==> src/rtl/mem_access_ctrl_pkg.sv <==
// Shared definitions for the memory-stage access controller.
//
// Contents:
//   u3_t / u4_t / u8_t / u64_t - fixed-width helper types
//   MemMode*                   - access mode encodings, shared by loads and stores
//   mac_state_t                - controller FSM states
//   mode_to_size()             - access mode to log2(bytes); reserved modes act as d
package mem_access_ctrl_pkg;

  typedef logic [2:0]  u3_t;
  typedef logic [3:0]  u4_t;
  typedef logic [7:0]  u8_t;
  typedef logic [63:0] u64_t;

  localparam u4_t MemModeB  = 4'b0000;
  localparam u4_t MemModeH  = 4'b0001;
  localparam u4_t MemModeW  = 4'b0010;
  localparam u4_t MemModeD  = 4'b0011;
  localparam u4_t MemModeBu = 4'b0100;
  localparam u4_t MemModeHu = 4'b0101;
  localparam u4_t MemModeWu = 4'b0110;

  typedef enum logic [1:0] {
    StIdle,
    StReq,
    StWait,
    StResp
  } mac_state_t;

  // Signedness does not change the bus access size; anything unlisted is a doubleword.
  function automatic u3_t mode_to_size(u4_t mode);
    u3_t size;
    case (mode)
      MemModeB, MemModeBu: size = 3'd0;
      MemModeH, MemModeHu: size = 3'd1;
      MemModeW, MemModeWu: size = 3'd2;
      default:             size = 3'd3;
    endcase
    return size;
  endfunction

endpackage

==> src/rtl/mem_access_ctrl_lane_gen.sv <==
// Byte-lane generator for a single memory access (purely combinational).
//
// Ports:
//   mode_i       - access mode (b/h/w/d and unsigned variants)
//   off_i        - byte offset inside the doubleword, addr[2:0]
//   wdata_i      - right-aligned store data
//   size_o       - log2 of access bytes (0..3)
//   strobe_o     - byte-lane enables for the access
//   wdata_o      - store data shifted into its byte lane
//   misaligned_o - offset is not a multiple of the access size
module mem_lane_gen
  import mem_access_ctrl_pkg::*;
(
  input  u4_t  mode_i,
  input  u3_t  off_i,
  input  u64_t wdata_i,
  output u3_t  size_o,
  output u8_t  strobe_o,
  output u64_t wdata_o,
  output logic misaligned_o
);

  u8_t         lane_mask;
  u3_t         align_mask;
  logic [15:0] strobe_wide;

  always_comb begin
    size_o     = mode_to_size(mode_i);
    lane_mask  = 8'hFF;
    align_mask = 3'b111;
    unique case (size_o)
      3'd0: begin
        lane_mask  = 8'h01;
        align_mask = 3'b000;
      end
      3'd1: begin
        lane_mask  = 8'h03;
        align_mask = 3'b001;
      end
      3'd2: begin
        lane_mask  = 8'h0F;
        align_mask = 3'b011;
      end
      default: begin
        lane_mask  = 8'hFF;
        align_mask = 3'b111;
      end
    endcase

    // Shift in a wider vector so lanes past byte 7 fall off instead of wrapping.
    strobe_wide  = {8'h00, lane_mask} << off_i;
    strobe_o     = strobe_wide[7:0];
    misaligned_o = |(off_i & align_mask);
    wdata_o      = wdata_i << {off_i, 3'b000};
  end

endmodule

==> src/rtl/mem_access_ctrl.sv <==
// Data-memory access controller for the memory stage.
//
// Accepts one load/store at a time, faults misaligned accesses without touching
// the bus, drives size/strobe/lane-shifted data onto the bus, captures the raw
// 64-bit read data and hands it downstream with the original address and mode.
//
// Ports:
//   clk, rst_n           - clock (rising edge), asynchronous active-low reset
//   req_*                - pipeline request (valid/ready, write, addr, wdata, mode)
//   bus_valid_o .. _wdata_o - bus request fields, held stable until bus_addr_ok_i
//   bus_addr_ok_i        - bus accepted the request
//   bus_data_ok_i        - bus completed, bus_rdata_i valid this cycle
//   resp_*               - response (valid/ready, addr, mode, write, raw rdata, fault)
module mem_access_ctrl
  import mem_access_ctrl_pkg::*;
#(
  parameter int unsigned ADDR_W = 64
) (
  input  logic              clk,
  input  logic              rst_n,

  input  logic              req_valid_i,
  output logic              req_ready_o,
  input  logic              req_write_i,
  input  logic [ADDR_W-1:0] req_addr_i,
  input  u64_t              req_wdata_i,
  input  u4_t               req_mode_i,

  output logic              bus_valid_o,
  output logic              bus_write_o,
  output logic [ADDR_W-1:0] bus_addr_o,
  output u3_t               bus_size_o,
  output u8_t               bus_strobe_o,
  output u64_t              bus_wdata_o,
  input  logic              bus_addr_ok_i,
  input  logic              bus_data_ok_i,
  input  u64_t              bus_rdata_i,

  output logic              resp_valid_o,
  input  logic              resp_ready_i,
  output logic [ADDR_W-1:0] resp_addr_o,
  output u4_t               resp_mode_o,
  output logic              resp_write_o,
  output u64_t              resp_rdata_o,
  output logic              resp_misaligned_o
);

  mac_state_t        state_q;
  logic              req_ready_q;
  logic              bus_valid_q;
  logic              resp_valid_q;
  logic              write_q;
  logic [ADDR_W-1:0] addr_q;
  u4_t               mode_q;
  u3_t               size_q;
  u8_t               strobe_q;
  u64_t              wdata_q;
  u64_t              rdata_q;
  logic              misaligned_q;

  u3_t               lane_size;
  u8_t               lane_strobe;
  u64_t              lane_wdata;
  logic              lane_misaligned;

  mem_lane_gen u_lane_gen (
    .mode_i       (req_mode_i),
    .off_i        (req_addr_i[2:0]),
    .wdata_i      (req_wdata_i),
    .size_o       (lane_size),
    .strobe_o     (lane_strobe),
    .wdata_o      (lane_wdata),
    .misaligned_o (lane_misaligned)
  );

  always_ff @(posedge clk or negedge rst_n) begin
    if (!rst_n) begin
      state_q      <= StIdle;
      req_ready_q  <= 1'b1;
      bus_valid_q  <= 1'b0;
      resp_valid_q <= 1'b0;
      write_q      <= 1'b0;
      addr_q       <= '0;
      mode_q       <= '0;
      size_q       <= '0;
      strobe_q     <= '0;
      wdata_q      <= '0;
      rdata_q      <= '0;
      misaligned_q <= 1'b0;
    end else begin
      unique case (state_q)
        StIdle: begin
          if (req_valid_i) begin
            write_q      <= req_write_i;
            addr_q       <= req_addr_i;
            mode_q       <= req_mode_i;
            size_q       <= lane_size;
            strobe_q     <= req_write_i ? lane_strobe : '0;
            wdata_q      <= lane_wdata;
            misaligned_q <= lane_misaligned;
            // Stores and faults report zero data, so clear any stale capture here.
            rdata_q      <= '0;
            req_ready_q  <= 1'b0;
            if (lane_misaligned) begin
              resp_valid_q <= 1'b1;
              state_q      <= StResp;
            end else begin
              bus_valid_q <= 1'b1;
              state_q     <= StReq;
            end
          end
        end

        StReq: begin
          if (bus_addr_ok_i) begin
            bus_valid_q <= 1'b0;
            if (bus_data_ok_i) begin
              if (!write_q) rdata_q <= bus_rdata_i;
              resp_valid_q <= 1'b1;
              state_q      <= StResp;
            end else begin
              state_q <= StWait;
            end
          end
        end

        StWait: begin
          if (bus_data_ok_i) begin
            if (!write_q) rdata_q <= bus_rdata_i;
            resp_valid_q <= 1'b1;
            state_q      <= StResp;
          end
        end

        StResp: begin
          if (resp_ready_i) begin
            resp_valid_q <= 1'b0;
            req_ready_q  <= 1'b1;
            state_q      <= StIdle;
          end
        end

        default: begin
          state_q <= StIdle;
        end
      endcase
    end
  end

  assign req_ready_o       = req_ready_q;

  assign bus_valid_o       = bus_valid_q;
  assign bus_write_o       = write_q;
  assign bus_addr_o        = addr_q;
  assign bus_size_o        = size_q;
  assign bus_strobe_o      = strobe_q;
  assign bus_wdata_o       = wdata_q;

  assign resp_valid_o      = resp_valid_q;
  assign resp_addr_o       = addr_q;
  assign resp_mode_o       = mode_q;
  assign resp_write_o      = write_q;
  assign resp_rdata_o      = rdata_q;
  assign resp_misaligned_o = misaligned_q;

endmodule

==> config.mk <==
export PLATFORM = sky130hd
export DESIGN_NAME = mem_access_ctrl
export DESIGN_NICKNAME = d
export VERILOG_FILES = /design/src/rtl/mem_access_ctrl_pkg.sv /design/src/rtl/mem_access_ctrl_lane_gen.sv /design/src/rtl/mem_access_ctrl.sv
export SDC_FILE = /design/constraint.sdc
export NUM_CORES = 1
export LEC_CHECK = 0
export ABC_CLOCK_PERIOD_IN_PS = 4300
export BUFFER_PORTS_ARGS = -buffer_cell sky130_fd_sc_hd__buf_2
export CORE_AREA = 2 2 189 191
export CTS_BUF_LIST = sky130_fd_sc_hd__clkbuf_16
export DETAILED_ROUTE_END_ITERATION = 10
export DIE_AREA = 0 0 191 193
export GPL_TIMING_DRIVEN = 0
export SYNTH_ARGS = -nofsm -noshare
export SYNTH_HDL_FRONTEND = slang
export SYNTH_SLANG_ARGS = --single-unit
export TNS_END_PERCENT = 100
==> constraint.sdc <==
create_clock -name clk -period 4.3 [get_ports clk]
set_input_delay 0.86 -clock clk [delete_from_list [all_inputs] [get_ports clk]]
set_output_delay 0.86 -clock clk [all_outputs]
set_load 0.01 [all_outputs]
==> out/qor.yml <==
timing:
  worstMarginPinSlew_ps: 807
  drv_slew: 0
  min_period_ps: 2470
  hold_viol: 0
  fin_crit_sh: 0.575
  max_freq_mhz: 405
  worst_slack_ps: 1830
  rsz0062_at_grt: "no"
  maxSlewHeadroom: 0.460
  setup_viol: 0
  whs_ps: 254
  fin_tns_setup_ps: 0
  fin_skew_ps: 9.35
hold_path:
  hp-class: "in2async"
placed_design:
  io_buffers: 475
  place_ws_ps: 1660
  dp_hpwl_um: 31000
  routabilityCongestion: 0.933
power:
  irDropWorstVdd_mv: 0.456
  power_leakage_nw: 7.55
  power_w: 0.0102
  p_per_area_nw_per_um2: 723
global_route:
  track_usage: 0.206
  overflow: 0
  first_global_vias: 9608
  grt_first_pass_wirelength_um: 57700
  grt_max_degree: 84
  antenna_found_initial: 10
floorplan:
  die-area_sq_um: 36900
  rows: 69
  die_w_um: 191
  fp.coreArea_sq_um: 35000
  die_y_um: 193
  start_util: 0.293
  boundaryPins: 480
worst_setup_path:
  r2r_setup_slack_ps: 1830
  crit_required_ps: 4690
  critPathCaptureType: "register"
  crit_type: "reg2reg"
  cp_max_fo: 10
  cp.arrival_ps: 2860
  start_kind: "register"
cells_and_area:
  area_growth_pct: 37.6
  num-nets-final: 1797
  layout_common_cells: "buf_2, nand2_1, dfrtp_1, o21ai_0, buf_4"
  final_util: 0.403
  final_common_cell: "buf_2"
  drive_gt1_frac: 0.413
yosys:
  synth-edff-count: 0
  synth_nets: 1292
  synth.avg_cell_area_sq_um: 9.43
  synth_top_area_frac: 0.518
  synth_area_leaders: "dfrtp_1, nand2_1, mux4_2"
  yosysUniqueCellTypes: 48
  yosys_warnings: 0
  synth-main-ff-cell: "dfrtp_1"
  synth_seq_cells: 213
  synthCells: 1085
  ys_seq_area_frac: 0.521
  netlist.top_cell.by_area: "dfrtp_1"
  synth_area_sq_um: 10200
  async_flop_share: 1.00
routing:
  drtAntennaViolNets: 0
  routed_wl_um: 40000
  drcViolationCount: 0
  post_drt_wl_per_cell_um: 19.2
  drt-initial-drc-count: 523
  first_pass_iters: 5
  viasPerCell: 4.77
  vias: 9918
clock_tree:
  cts.path.max_buffers: 3
  clk_latency_ps: 530
  postCtsHoldBufs: 0
  clkSinkCount: 213
  path_clk_slew_ps: 60
  post_cts_buffers: 0
  clock_tree.root_cell: "clkbuf_16"
  tritoncts: "done"
  cts_buffers: 26
  cts_resized: 0
  h-tree-depth: 1
run:
  drv_cap: 0
outcome:
  status: "finished clean"
## report_power, final
part | switching, W | internal [W] | leakage [nW] | total [W]
clock network | 0.000885 | 0.00119 | 0.405 | 0.00208
registers | 0.000580 | 0.00286 | 2.73 | 0.00344
logic | 0.00274 | 0.00192 | 4.42 | 0.00466
## worst paths after layout
check / from / endpoint / depth (start not counted)
max: state_q[0] / bus_wdata_o[38] / 8
min: rst_n / bus_addr_o[13] / 1
max reg2reg: state_q[0] / bus_wdata_o[38] / 8
min reg2reg: resp_mode_o[0] / resp_mode_o[0] / 2
max in group asynchronous: rst_n / req_ready_o / 3
min in group clk: resp_mode_o[0] / resp_mode_o[0] / 2
## routing by layer
layer,track usage,vias to the layer above,wire [um]
met1,0.259,4770,16000
met4,0.0894,4,1560
met2,0.337,468,18800
met3,0.0523,85,3580
met5,0,-,18
li1,-,4591,-
## Yosys cell counts (2+ instances only)
| library cell | instances |
|---|---|
| o21ai_0 | 84 |
| o31ai_1 | 9 |
| buf_1 | 7 |
| dfrtp_1 | 212 |
| mux2i_1 | 16 |
| buf_4 | 68 |
| a22oi_1 | 8 |
| a221oi_1 | 7 |
| buf_2 | 34 |
| o21a_1 | 2 |
| nand2_1 | 404 |
| nor2b_1 | 11 |
| nor2_1 | 38 |
| nand2b_1 | 3 |
| a21oi_1 | 14 |
| inv_1 | 6 |
| a221o_1 | 8 |
| mux2_2 | 7 |
| o21ai_1 | 22 |
| a21boi_0 | 2 |
| nor4_1 | 2 |
| a22o_1 | 10 |
| ha_1 | 4 |
| clkbuf_1 | 28 |
| o211ai_1 | 8 |
| buf_6 | 5 |
| mux4_2 | 29 |
| nor3_1 | 7 |
| a211oi_1 | 10 |
| a21o_1 | 2 |
## critical path, cell delays in order, from the launching register on
cell and delay [ps]:
dfrtp_1 400, inv_1 130, ha_1 150, buf_2 200, nand2_1 140, clkbuf_1 270, clkbuf_1 360, a221oi_1 600
nor2_1 70
## cells by family (layout without fill, tap and decap cells)
kind of cell	Yosys count	after routing	synth area share
adders and majority gates	4	4	0.00489
DFF	213	213	0.521
muxes	52	52	0.0872
and+or+nand+nor	470	470	0.179
other	1	10	0.000366
AOI/OAI and AO/OA	196	196	0.120
buffers and inverters	149	673	0.0874
## area by class of cell
cell class,count,area (sq um)
Sequential cell,213,5330
Fill cell,3605,20900
Clock inverter,20,131
Buffer,142,868
Clock buffer,27,676
Antenna cell,9,22.5
Inverter,7,26.3
Multi-Input combinational cell,723,4010
Tap cell,461,577
Timing Repair Buffer,477,2440
## per-stage QoR
stage	cell area [sq um]	std cells
2_1_floorplan	10200	1085
3_3_place_gp	13200	2021
3_5_place_dp	13300	2023
4_1_cts	14100	2070
5_1_grt	14100	2077
6_report	14100	2079
## sequential cells by signal, indices dropped and copies added (netlist names)
register	flops
bus_addr_o	64
bus_wdata_o	64
resp_rdata_o	64
bus_strobe_o	8
resp_mode_o	4
bus_size_o	2
state_q	2
bus_valid_o	1
bus_write_o	1
req_ready_o	1
resp_misaligned_o	1
resp_valid_o	1
No activity file was read; power rests on OpenSTA's default activity.
